==> config.mk <==
export PLATFORM = sky130hd
export DESIGN_NAME = bpsk_mod
export DESIGN_NICKNAME = d
export VERILOG_FILES = /design/src/rtl/bpsk_pkg.sv /design/src/rtl/bpsk_sat_neg.sv /design/src/rtl/bpsk_mod.sv
export SDC_FILE = /design/constraint.sdc
export NUM_CORES = 1
export LEC_CHECK = 0
export CORE_MARGIN = 1
export CORE_UTILIZATION = 41
export CTS_BUF_LIST = sky130_fd_sc_hd__clkbuf_16
export DETAILED_ROUTE_END_ITERATION = 16
export PLACE_DENSITY = 0.86
export SKIP_LAST_GASP = 1
export SYNTH_ARGS = -nofsm -noshare
export SYNTH_HDL_FRONTEND = slang
export SYNTH_SLANG_ARGS = --single-unit
==> constraint.sdc <==
create_clock -name clk -period 1.25 [get_ports clk]
set_input_delay 0.3125 -clock clk [delete_from_list [all_inputs] [get_ports clk]]
set_output_delay 0.3125 -clock clk [all_outputs]
set_load 0.01 [all_outputs]
==> src/rtl/bpsk_pkg.sv <==
// bpsk_pkg: shared width default, FSM state type and sample limits for the BPSK modulator.
package bpsk_pkg;
  localparam int DATA_W_DEF = 10;
  localparam logic signed [DATA_W_DEF-1:0] SAMPLE_MAX = {1'b0, {(DATA_W_DEF-1){1'b1}}};
  localparam logic signed [DATA_W_DEF-1:0] SAMPLE_MIN = {1'b1, {(DATA_W_DEF-1){1'b0}}};
  typedef enum logic {IDLE, SYMBOL} state_t;
endpackage

==> src/rtl/bpsk_sat_neg.sv <==
// bpsk_sat_neg: conditional two's complement negate that clips the most negative input to the maximum.
module bpsk_sat_neg #(
  parameter int DATA_W = 10
) (
  input  logic                     neg_i,
  input  logic signed [DATA_W-1:0] x_i,
  output logic signed [DATA_W-1:0] y_o
);
  localparam logic signed [DATA_W-1:0] MIN = {1'b1, {(DATA_W-1){1'b0}}};
  localparam logic signed [DATA_W-1:0] MAX = {1'b0, {(DATA_W-1){1'b1}}};
  always_comb y_o = !neg_i ? x_i : (x_i == MIN) ? MAX : -x_i;
endmodule

==> src/rtl/bpsk_mod.sv <==
// bpsk_mod: BPSK modulator holding each payload bit for SPS carrier ticks and negating the carrier for bit 1.
// Optional differential encoding of the payload when BPSK_DIFF_ENC_EN is defined.
module bpsk_mod
  import bpsk_pkg::*;
#(
  parameter int DATA_W = DATA_W_DEF,
  parameter int SPS    = 16
) (
  input  logic                     clk,
  input  logic                     reset_n,
  input  logic                     clken,
  input  logic signed [DATA_W-1:0] carrier_i,
  input  logic                     carrier_valid_i,
  input  logic                     bit_i,
  input  logic                     bit_valid_i,
  output logic                     bit_ready_o,
  output logic signed [DATA_W-1:0] mod_o,
  output logic                     mod_valid_o,
  output logic                     busy_o,
  output logic                     underrun_o,
  input  logic                     underrun_clr_i
);
  localparam int CNT_W = $clog2(SPS);
  state_t state_q, state_d;
  logic [CNT_W-1:0] cnt_q, cnt_d;
  logic sym_q, sym_d, mv_q, mv_d, und_q, und_d, new_sym;
  logic signed [DATA_W-1:0] mod_q, mod_d, neg_out;
  logic tick, at_end, accept;
  assign tick        = clken & carrier_valid_i;
  assign at_end      = (state_q == SYMBOL) & tick & (cnt_q == CNT_W'(SPS-1));
  assign bit_ready_o = (state_q == IDLE) | at_end;
  assign accept      = bit_valid_i & bit_ready_o & clken;
`ifdef BPSK_DIFF_ENC_EN
  logic prev_q;
  assign new_sym = bit_i ^ prev_q;
  always_ff @(posedge clk or negedge reset_n)
    if (!reset_n) prev_q <= 1'b0;
    else if (accept) prev_q <= new_sym;
`else
  assign new_sym = bit_i;
`endif
  bpsk_sat_neg #(.DATA_W(DATA_W)) u_neg (.neg_i(sym_q), .x_i(carrier_i), .y_o(neg_out));
  always_comb begin
    state_d = state_q;
    cnt_d   = cnt_q;
    sym_d   = sym_q;
    mod_d   = mod_q;
    mv_d    = 1'b0;
    und_d   = und_q & ~underrun_clr_i;
    if (state_q == IDLE) begin
      if (accept) begin
        sym_d   = new_sym;
        cnt_d   = '0;
        state_d = SYMBOL;
      end
    end else if (tick) begin
      mod_d = neg_out;
      mv_d  = 1'b1;
      cnt_d = at_end ? '0 : cnt_q + 1'b1;
      if (at_end && bit_valid_i) sym_d = new_sym;
      if (at_end && !bit_valid_i) begin
        state_d = IDLE;
        und_d   = 1'b1;
      end
    end
  end
  // Freezing mv_q with clken defers a masked strobe until the enable returns, so no sample is lost.
  always_ff @(posedge clk or negedge reset_n)
    if (!reset_n) begin
      state_q <= IDLE;
      cnt_q   <= '0;
      sym_q   <= 1'b0;
      mod_q   <= '0;
      mv_q    <= 1'b0;
      und_q   <= 1'b0;
    end else if (clken) begin
      state_q <= state_d;
      cnt_q   <= cnt_d;
      sym_q   <= sym_d;
      mod_q   <= mod_d;
      mv_q    <= mv_d;
      und_q   <= und_d;
    end
  assign mod_o       = mod_q;
  assign mod_valid_o = mv_q & clken;
  assign busy_o      = (state_q == SYMBOL);
  assign underrun_o  = und_q;
endmodule

### After elaboration in Yosys (flattened, before gate mapping)

Index checks and enable logic that the tools add are counted.

| storage, ports and cells | value |
|---|---|
| flip-flop bits (word level) | 18 |
| bits of input ports | 17 |
| output and inout bits | 14 |
| logic and storage cells | 48 |

| cells by class | value |
|---|---|
| add/subtract/negate cells | 2 |
| equality and inequality tests | 4 |
| mux-type cells | 19 |
| bitwise operators | 10 |
| reductions and logical operators | 7 |

Operators by type and width:

| kind | number |
|---|---|
| $mux W10 | 2 |
| $mux W4 | 4 |
| $mux W1 | 13 |
| $eq A10 B10 Y1 const B | 1 |
| $neg A10 Y10 | 1 |
| $and A1 B1 Y1 | 7 |
| $reduce_and A3 Y1 | 2 |
| $add A4 B1 Y4 const B | 1 |
| $eq A4 B4 Y1 const B | 1 |
| $ne A2 B1 Y1 const B | 2 |
| $reduce_and A4 Y1 | 1 |
| $logic_and A1 B1 Y1 | 2 |
| $not A1 Y1 | 2 |
| $reduce_bool A2 Y1 | 1 |
| $logic_not A1 Y1 | 1 |
| $or A1 B1 Y1 | 1 |

### Longest topological paths before layout

Gate-level depths: netlist of the first run.

| depth | value |
|---|---|
| depth in word-level cells | 8 |
| depth in mapped cells | 6 |

### By module

A second synthesis of the first run with hierarchy kept.

| second synthesis, totals | value |
|---|---|
| cell total of the unflattened synthesis | 115 |
| area total of the unflattened synthesis | 1,154.9 µm² |

Modules (own cells, without submodules):

| module | times used | cells an instance | area each (µm²) |
|---|---|---|---|
| bpsk_mod | 1 | 65 | 829.5 |
| bpsk_sat_neg | 1 | 50 | 325.3 |

### Worst setup path after synthesis of the first run

Ideal clock, no wire load.

| timing | value |
|---|---|
| path type | reg-to-reg |
| start point | register cnt_q[0] |
| end point | register sym_q |
| library setup time | 0.125 ns |
| arrival time | 1.501 ns |
| required time | 1.125 ns |
| setup slack | -0.376 ns |
| stages on the path, launching flop included | 6 |
| cell sequence | dfrtp_1 > ha_1 > nand3_1 > o21ai_0 > nand3_1 > mux2_2 |

| between the ends | value |
|---|---|
| cells in the longest elaborated chain, start to end | 7 |
| elaborated cells on any way between the ends | 9 |
| those cells by class | eq/ne: 2; bitwise: 4; reduce/logical: 3 |

RTL lines:

| item | line | source |
|---|---|---|
| from (decl) | bpsk_mod.sv:25 | `logic [CNT_W-1:0] cnt_q, cnt_d;` |
| from (signal assigned) | bpsk_mod.sv:78 | `cnt_q <= cnt_d;` |
| $eq A4 B4 Y1 | bpsk_mod.sv:30 | `assign at_end = (state_q == SYMBOL) & tick & (cnt_q == CNT_W'(SPS-1));` |
| $and A1 B1 Y1 | bpsk_mod.sv:30 |  |
| $or A1 B1 Y1 | bpsk_mod.sv:31 | `assign bit_ready_o = (state_q == IDLE) \| at_end;` |
| net bit_ready_o | bpsk_mod.sv:16 | `output logic bit_ready_o,` |
| $and A1 B1 Y1 (2 in series) | bpsk_mod.sv:32 | `assign accept = bit_valid_i & bit_ready_o & clken;` |
| $reduce_bool A2 Y1 (no line) | n/a |  |
| $reduce_and A4 Y1 (no line) | n/a |  |
| to (signal assigned) | bpsk_mod.sv:79 | `sym_q <= sym_d;` |
| to (decl) | bpsk_mod.sv:26 | `logic sym_q, sym_d, mv_q, mv_d, und_q, und_d, new_sym;` |

The timed path passes the listed nets, and every way through them passes these cells.
A chain may end at the register's enable or synchronous reset.

### Final worst setup path of the first run

| timing | value |
|---|---|
| start point | register cnt_q[1] |
| end point | output bit_ready_o |

| between the ends | value |
|---|---|
| cells in the longest elaborated chain, start to end | 3 |

RTL lines:

| item | line |
|---|---|
| $eq A4 B4 Y1 | bpsk_mod.sv:30 |
| $and A1 B1 Y1 | bpsk_mod.sv:30 |
| $or A1 B1 Y1 | bpsk_mod.sv:31 |
| to (decl) | bpsk_mod.sv:16 |

Every way passes these cells.

==> results.md, run 1 <==
* Synth Register Bits at 18
* Core box area at 2276 um2
* Total Power at 0.002328 W
* YS warnings at 0
* WL/cell at 20.35 um
* Max stage delay cell, worst path: dfrtp_1
* DRC at 0
* Setup slack after layout at -0.2267 ns
* CTS tree: built
* Layout fillers at 131
* Met1 wire length at 1.495 mm
* Seq/Total Area, Yosys at 44.17%
* CTS clk-pin slew, worst paths at 0.05 ns
* Worst setup path class: flop to output pin
* Buffers and inverters on the worst path at 1
* Vias in the first global route at 1,193
* Final Cycle Share at 118.1%
* Final setup fails at 12
* Simple-gate share of the synthesized area at 19.14%
* DP HPWL at 2.066 mm
* Initial antenna violation count at 0
* Drt pass-1 iters at 4
* Fmax at 0.6772 GHz
* Flop-to-flop setup slack at -0.16 ns
* Critical Path, Cell by Cell: ha_4, nand3_4, o21ai_4, buf_6
* Crit path launch type: flop
* Vias at 1,189
* Pins Over Slew Limit at 0
* Max-cap violation count at 0
* Status: complete, but fails checks
* GRT overflow at 0
* Die H at 51.87 um
* Routed length on met3 at 313 um
* Mux cell area share after synthesis at 3.190%
* Clk_lat worst skew at 0.25 ns
* Largest net degree at the start of global routing at 19
* Worst-path fanout max at 2
* Die W at 51.87 um
* Most common cell in the netlist: dfrtp_1
* PwrDens at 1290 nW/um2
* Met2 WL at 1.935 mm
* Post-synth top area share at 44.17%
* Worst Skew at 0.002590 ns
* GP Congestion at 0.8046
* Syn avg cell area at 9.620 um2
* RSZ-0062 raised after global routing: true
* Peak supply drop at 0.001075 V
* Top FF cell, synth: dfrtp_1
* Global Route Usage Sum at 29.26%
* Area Growth Syn to Fin at 77.06%
* Share of cells above drive strength 1 at 46.11%
* Die area at 2691 um2
* Initial DRC count at 54
* Initial Util at 44.80%
* Cell count after synthesis at 106
* Max-slew headroom at 75.62%
* Ant. Diodes at 0
* First-pass GRT wire length at 5.644 mm
* EDFF count, synth at 0
* Num CTS Buffers at 3
* WP data required at 0.94 ns
* CP delay by family, top: flip-flops
* Worst-Margin Slew at 0.3618 ns
* CP Capture Type: output pin
* Unique masters post-synth at 34
* Post-Synth XOR/XNOR Area at 5.153%
* Largest cells by area after synthesis: dfrtp_1 (44%), a21oi_1 (4.4%), nand2_1 (4.4%)
* Clk sinks at 18
* CTS H-tree depth at 1
* Final hold vios at 0
* Routed Wire Length at 3.968 mm
* Via density at 6.097
* Leakage at 0.7848 nW
* Post-synthesis compound-gate area fraction at 20.25%
* Uppermost layer routed: met4
* Asr flop ratio synth at 100.0%
* Post-route ant nets at 0
* Final Util at 79.33%
* Top post-synthesis cells by count: dfrtp_1 (18), nand2_1 (12), nor2_1 (12)
* CP max stage delay at 0.39 ns
* Worst Hold Class: input pin to asynchronous set/reset pin
* Row count at 17
* Adder-cell share of the synthesized area at 2.454%
* Arr. time, crit path at 1.16 ns
* Post-synth top area cell: dfrtp_1
* IO Count at 31
* CTS Buffer Depth at 2
* Post-synthesis net count at 125
* Final min period at 1.477 ns
* Cts hold-fix bufs at 0
* Nets@finish at 187
* Failing checks: negative setup slack
* PortBufs at 30
* Synthesized area at 1020 um2
* Root buffer cell: clkbuf_16
* Main combinational cell family by area after synthesis: compound AO/OA/AOI/OAI gates
## registers in the layout, summed over array words and instances (netlist names)
register	flops
mod_o	10
cnt_q	4
busy_o	1
mv_q	1
sym_q	1
underrun_o	1
## report_power, final
part / switching (W) / total (W) / internal (W)
Combinational: 0.000432 / 0.000866 / 0.000434
Sequential: 0.000114 / 0.000820 / 0.000705
Clock: 0.000217 / 0.000642 / 0.000425
## kinds of logic after synthesis
logic type	Yosys count
multiplexers	3
flip-flops	18
AO/OA/AOI/OAI	31
adder cells (fa/ha/maj)	2
AND/OR/NAND/NOR	38
XOR/XNOR	6
buffers and inverters	8
## cells in the final DEF, fill, tap and decap left out, drive strengths merged, types with 2 or more instances in the layout
cell type and count:
buf 36, dfrtp 18, dlygate4sd2 13, nand2 12
nor2 12, a21oi 10, o21ai 8, clkdlybuf4s15 7
inv 4, xnor2 4, clkbuf 4, nand3 4
a21boi 3, clkdlybuf4s50 3, a31oi 3, xor2 2
nand4 2, mux2 2, ha 2, o31ai 2
## metrics by stage
step	setup slack [ns]	setup TNS (ns)	instance area, um2	hold WS (ns)	cells
after global routing	-0.2689	-1.329	1805	0.4452	195
after detailed placement	-0.6664	-10.27	1534	0.4708	187
after floorplan	-0.09513	-0.3127	1039	0.01691	106
after global placement	-0.6381	-9.645	1534	0.4636	187
after CTS	-0.2215	-0.4849	1694	0.4077	194
final	-0.2267	-0.9235	1805	0.4089	195
## worst paths after layout
kind,startpoint,endpoint,depth (start not counted)
max in group asynchronous,reset_n,sym_q$_DFFE_PN0P_,2
max,cnt_q[1]$_DFFE_PN0P_,bit_ready_o,4
max reg2reg,cnt_q[1]$_DFFE_PN0P_,sym_q$_DFFE_PN0P_,6
min in group clk,bit_valid_i,underrun_o$_DFFE_PN0P_,2
min,reset_n,mod_o[8]$_DFFE_PN0P_,2
min reg2reg,mod_o[4]$_DFFE_PN0P_,mod_o[4]$_DFFE_PN0P_,2
## routing by layer
layer	global-route usage, %	vias up
met5	0	-
met4	19.37	0
li1	-	502
met2	48.29	87
met3	4.386	22
met1	34.88	578
## what timing repair did
action,4_1_cts,5_1_grt
pin swaps,10,11
setup buffers,3,3
endpoints found under the setup margin,31,21
gates resized for setup,70,35
## area by class of cell
class,instances,area [um2],share of cell area (%)
multi-input cells,80,686.9,38.05
repair buffers,61,538.0,29.80
flip-flops and latches,18,451.7,25.02
clock buffers,3,75.07,4.158
well taps,28,35.03,1.940
inverters,4,15.01,0.8316
clock inverters,1,3.754,0.2079
## worst register-to-register path: stages, from the launching register on
cell,delay (ns)
dfrtp_1,0.39
ha_4,0.16
nand3_4,0.08
o21ai_4,0.16
buf_4,0.14
nand3_1,0.08
mux2_2,0.28
(Power assumes the default switching activity.)
==> run 2: changes to the inputs <==
CORE_ASPECT_RATIO = 0.5   (was default)
CORE_UTILIZATION = 34   (was 41)
GPL_TIMING_DRIVEN = 0   (was default)
PLACE_DENSITY = 0.75   (was 0.86)
==> run 2 against run 1 <==
Compared with the run above: the run still ends with negative setup slack left; non-clock buffer count decreased by 11; final cell count fell by 1.5%; critical path depth is the same; sequential cell count unchanged; critical endpoint unchanged.
==> results.md, run 2 (synthesis results as in run 1) <==
* Area Growth Syn to Fin at 67.24%
* RSZ-0062 raised after global routing: true
* Initial DRC count at 51
* CTS clk-pin slew, worst paths at 0.05 ns
* GP Congestion at 0.7944
* Reg2reg end: sym_q$_DFFE_PN0P_
* Fmax at 0.6768 GHz
* Final setup fails at 12
* Global Route Usage Sum at 18.77%
* DRC at 0
* Die area at 3236 um2
* Clk_lat worst skew at 0.24 ns
* Commonest non-fill, non-tap cells in the layout: dfrtp_1 (17), dlygate4sd2_1 (17), buf_4 (17)
* Sw frac at 30.48%
* CTS tree: built
* Final hold vios at 0
* Flop-to-flop setup slack at -0.13 ns
* Max-slew headroom at 43.94%
* Part of the power in registers at 36.6%
* Pins Over Slew Limit at 0
* Worst Skew at 0.002236 ns
* Clk network pwr share at 28.0%
* Worst-Margin Slew at 0.8395 ns
* WP data required at 0.94 ns
* GRT overflow at 0
* IO Count at 31
* Post-route ant nets at 0
* Die H at 40.73 um
* Core box area at 2716 um2
* Row count at 13
* Nets@finish at 176
* NetSw at 0.0006734 W
* Worst setup path class: flop to output pin
* Via density at 5.120
* Status: complete, but fails checks
* First-pass GRT wire length at 4.312 mm
* Worst-path fanout max at 3
* Num CTS Buffers at 3
* Routed Wire Length at 3.033 mm
* Critical R2R Launch: cnt_q[0]$_DFFE_PN0P_
* Vias in the first global route at 887
* PortBufs at 29
* Final Util at 62.78%
* Worst Hold Class: input pin to asynchronous set/reset pin
* Largest net degree at the start of global routing at 19
* Final min period at 1.477 ns
* Die W at 79.45 um
* PwrDens at 1295 nW/um2
* CP Capture Type: output pin
* DP HPWL at 1.816 mm
* Crit path launch type: flop
* Initial Util at 37.54%
* Max reg flops at 10
* Ant. Diodes at 0
* Post-DP Area at 1375 um2
* Cell area after layout at 1705 um2
* Sum Neg Setup Slack at -0.7663 ns
* Peak supply drop at 0.0008018 V
* Arr. time, crit path at 1.16 ns
* Vias at 983
* CTS Buffer Depth at 2
* Max-cap violation count at 0
* Setup slack after layout at -0.2275 ns
* Root buffer cell: clkbuf_16
* Cell Int Power at 0.001536 W
* Share of cells above drive strength 1 at 40.00%
* Leakage at 0.7453 nW
* Clk sinks at 18
* Layout fillers at 217
* Failing checks: negative setup slack
* Drt pass-1 iters at 4
* Final Cycle Share at 118.2%
* WL/cell at 15.80 um
* Initial antenna violation count at 0
* CTS H-tree depth at 1
* Cells on worst reg2reg path at 6
* Comb power frac at 35.4%
[run 2: how the worst max path moves through the flow]
stage	from	depth (start not counted)	end	slack, ns
after CTS	cnt_q[0]$_DFFE_PN0P_	4	bit_ready_o	-0.26
after detailed placement	carrier_i[4]	5	mod_o[3]$_DFFE_PN0P_	-0.74
after global routing	cnt_q[1]$_DFFE_PN0P_	4	bit_ready_o	-0.28
after global placement	carrier_valid_i	4	bit_ready_o	-0.71
final	cnt_q[0]$_DFFE_PN0P_	4	bit_ready_o	-0.23
after floorplan	cnt_q[0]$_DFFE_PN0P_	5	sym_q$_DFFE_PN0P_	-0.1
[run 2: power groups by stage]
stage / clock (W) / sequential [W] / combinational [W]
2_1_floorplan: 0 / 0.000830 / 0.000287
3_3_place_gp: 0 / 0.000810 / 0.000579
3_5_place_dp: 0 / 0.000816 / 0.000598
4_1_cts: 0.000638 / 0.000801 / 0.000660
5_1_grt: 0.000661 / 0.000819 / 0.000852
6_report: 0.000619 / 0.000808 / 0.000783
[run 2: layout make-up]
cell class / count / area, um2 / share of cell area [%]
Multi-Input combinational cell: 80 / 673.1 / 39.47
Clock buffer: 3 / 75.07 / 4.402
Timing Repair Buffer: 47 / 405.4 / 23.77
Sequential cell: 18 / 451.7 / 26.49
Tap cell: 37 / 46.29 / 2.715
Inverter: 4 / 15.01 / 0.8804
Buffer: 3 / 38.79 / 2.274
[run 2: per-layer routing]
metal,global-route usage (%),share of wire [%],vias to the layer above
li1,-,-,474
met4,2.727,1.5,0
met1,24.43,47,482
met3,5.333,2.3,6
met2,32.69,49,21
met5,0,0,-
[run 2: timing repair]
action / CTS / global route
pin swaps: 7 / 8
resized for setup: 64 / 29
hold buffers: 0 / 0
setup endpoints to repair: 28 / 19
buffers inserted: 10 / 8
[run 2: per-stage QoR]
| stage | hold slack, ns | setup WS (ns) | total power (W) | std cells |
|---|---|---|---|---|
| global placement | 0.4615 | -0.7143 | 0.001390 | 172 |
| CTS | 0.3140 | -0.2588 | 0.002099 | 184 |
| floorplan | 0.01691 | -0.09513 | 0.001118 | 106 |
| global route | 0.2503 | -0.2798 | 0.002333 | 192 |
| finish | 0.1636 | -0.2275 | 0.002209 | 192 |
| detailed placement | 0.4725 | -0.7352 | 0.001414 | 172 |
[run 2: worst max-delay path, cell delays in order, from the launching register on]
cell and delay [ns]:
dfrtp_1 0.39, ha_4 0.16, nand3_4 0.08, o21ai_4 0.17, buf_6 0.12
==> run 3: changes to the inputs <==
CORE_UTILIZATION = 33   (was 34)
PLACE_DENSITY = 0.71   (was 0.75)
==> run 3 against run 2 <==
Compared with the run above: the flow still finishes with violations (negative setup slack); worst hold slack lost 0.014 ns; largest cell class unchanged; first-iteration DRC count shrank 45%; clock-buffer cell count is the same; register-to-register slack lost 0.03 ns.
==> results.md, run 3 (synthesis results as in run 1) <==
* Root buffer cell: clkbuf_16
* Vias in the first global route at 888
* Cell area after layout at 1713 um2
* Via density at 5.089
* Global Route Usage Sum at 18.27%
* CTS clk-pin slew, worst paths at 0.05 ns
* Max reg flops at 10
* Crit path launch type: flop
* WL/cell at 15.23 um
* Final Cycle Share at 120.3%
* GRT overflow at 0
* Commonest non-fill, non-tap cells in the layout: dfrtp_1 (16), buf_4 (14), nand2_1 (11), dlygate4sd2_1 (11)
* IO Count at 31
* Max-cap violation count at 0
* Most common cell after layout, fill and taps aside: dfrtp_1
* Reg2reg end: sym_q$_DFFE_PN0P_
* WP data required at 0.94 ns
* Final min period at 1.503 ns
* Die H at 41.31 um
* CTS tree: built
* DP HPWL at 1.808 mm
* Die W at 80.62 um
* Share of cells above drive strength 1 at 40.26%
* Worst Skew at 0.002079 ns
* Flop-to-flop setup slack at -0.16 ns
* Worst setup path startpoint: cnt_q[0]$_DFFE_PN0P_
* PortBufs at 29
* Pins Over Slew Limit at 0
* Failing checks: negative setup slack
* Post-route ant nets at 0
* Sw frac at 31.32%
* Core box area at 2765 um2
* Initial DRC count at 28
* Cells on worst reg2reg path at 6
* CTS Buffer Depth at 2
* Final setup fails at 4
* Post-DP Area at 1375 um2
* Part of the power in registers at 36.7%
* CTS H-tree depth at 1
* Worst-path fanout max at 2
* Die area at 3330 um2
* Row count at 13
* Worst Hold Class: input pin to asynchronous set/reset pin
* RSZ-0062 raised after global routing: true
* Setup slack after layout at -0.2535 ns
* Clk sinks at 18
* Cell Int Power at 0.001533 W
* Vias at 972
* First-pass GRT wire length at 4.153 mm
* Final hold vios at 0
* Clk_lat worst skew at 0.26 ns
* Arr. time, crit path at 1.19 ns
* Worst setup path class: flop to output pin
* Initial antenna violation count at 0
* Nets@finish at 174
* GP Congestion at 0.7753
* Drt pass-1 iters at 4
* Peak supply drop at 0.0006094 V
* Initial Util at 36.88%
* Status: complete, but fails checks
* Max-slew headroom at 44.15%
* Leakage at 0.7310 nW
* Routed Wire Length at 2.908 mm
* Sum Neg Setup Slack at -0.5047 ns
* Cts hold-fix bufs at 0
* Ant. Diodes at 0
* Area Growth Syn to Fin at 67.98%
* Comb power frac at 33.7%
* Worst-Margin Slew at 0.8364 ns
* Largest net degree at the start of global routing at 19
* Fmax at 0.6651 GHz
* PwrDens at 1303 nW/um2
* Clk network pwr share at 29.5%
* DRC at 0
* CP Capture Type: output pin
* Critical R2R Launch: cnt_q[0]$_DFFE_PN0P_
* Num CTS Buffers at 3
* NetSw at 0.0006994 W
* Setup crit end: bit_ready_o
## run 3: cell count changes in the layout (fill, tap and decap cells not counted), moves of 2 or more
cell / before / now
buf_4: 17 / 14
clkdlybuf4s15_1: 1 / 7
nand2_1: 9 / 11
dlygate4sd2_1: 17 / 11
o21ai_0: 2 / 5
o21ai_1: 5 / 2
## run 3: worst max-delay path, cell delays in order (launching register included)
cell and delay (ns):
dfrtp_1 0.41, ha_4 0.17, nand3_4 0.08, o21ai_4 0.16, buf_6 0.12
## run 3: layout make-up
cell class,instances,area [um2]
Clock inverter,1,3.754
Timing Repair Buffer,45,406.6
Multi-Input combinational cell,80,674.4
Tap cell,37,46.29
Clock buffer,3,75.07
Buffer,3,38.79
Fill cell,220,1052
Inverter,4,15.01
Sequential cell,18,452.9
## run 3: per-stage QoR
| step | total power [W] | worst slack, ns | util [%] | hold slack (ns) | cells |
|---|---|---|---|---|---|
| 2_1_floorplan | 0.001118 | -0.09513 | - | 0.01691 | 106 |
| 5_1_grt | 0.002361 | -0.2926 | 61.95 | 0.2097 | 191 |
| 4_1_cts | 0.002117 | -0.2538 | 56.11 | 0.2974 | 183 |
| 3_5_place_dp | 0.001409 | -0.7490 | 49.73 | 0.4846 | 172 |
| 6_report | 0.002233 | -0.2535 | 61.95 | 0.1497 | 191 |
| 3_3_place_gp | 0.001384 | -0.7203 | 49.73 | 0.4623 | 172 |
## run 3: power groups by stage
stage                     clock network, W  registers [W]  logic, W
after floorplan                          0       0.000830  0.000287
after global placement                   0       0.000807  0.000576
after detailed placement                 0       0.000815  0.000594
after CTS                         0.000664       0.000810  0.000642
after global routing              0.000696       0.000835  0.000830
final                             0.000659       0.000820  0.000753
## run 3: worst min path at each step
stage,from,end,slack (ns),cells after the start
after floorplan,reset_n,busy_o$_DFFE_PN0P_,0.02,0
after global placement,underrun_o$_DFFE_PN0P_,underrun_o$_DFFE_PN0P_,0.46,2
after detailed placement,mod_o[8]$_DFFE_PN0P_,mod_o[8]$_DFFE_PN0P_,0.48,2
after CTS,clken,mv_q$_DFFE_PN0P_,0.30,2
after global routing,reset_n,mod_o[5]$_DFFE_PN0P_,0.21,1
final,reset_n,busy_o$_DFFE_PN0P_,0.15,1
## run 3: repair_timing
action,CTS,global route
setup buffers,8,9
resized for setup,63,37
setup endpoints to repair,29,22
pin swaps,9,13
## run 3: layer usage
layer	share of wire [%]	track usage [%]	wire, um
met1	45	22.94	1319
met2	49	29.66	1430
met3	4.0	5.435	115
met4	1.5	9.821	43
met5	0	0	0
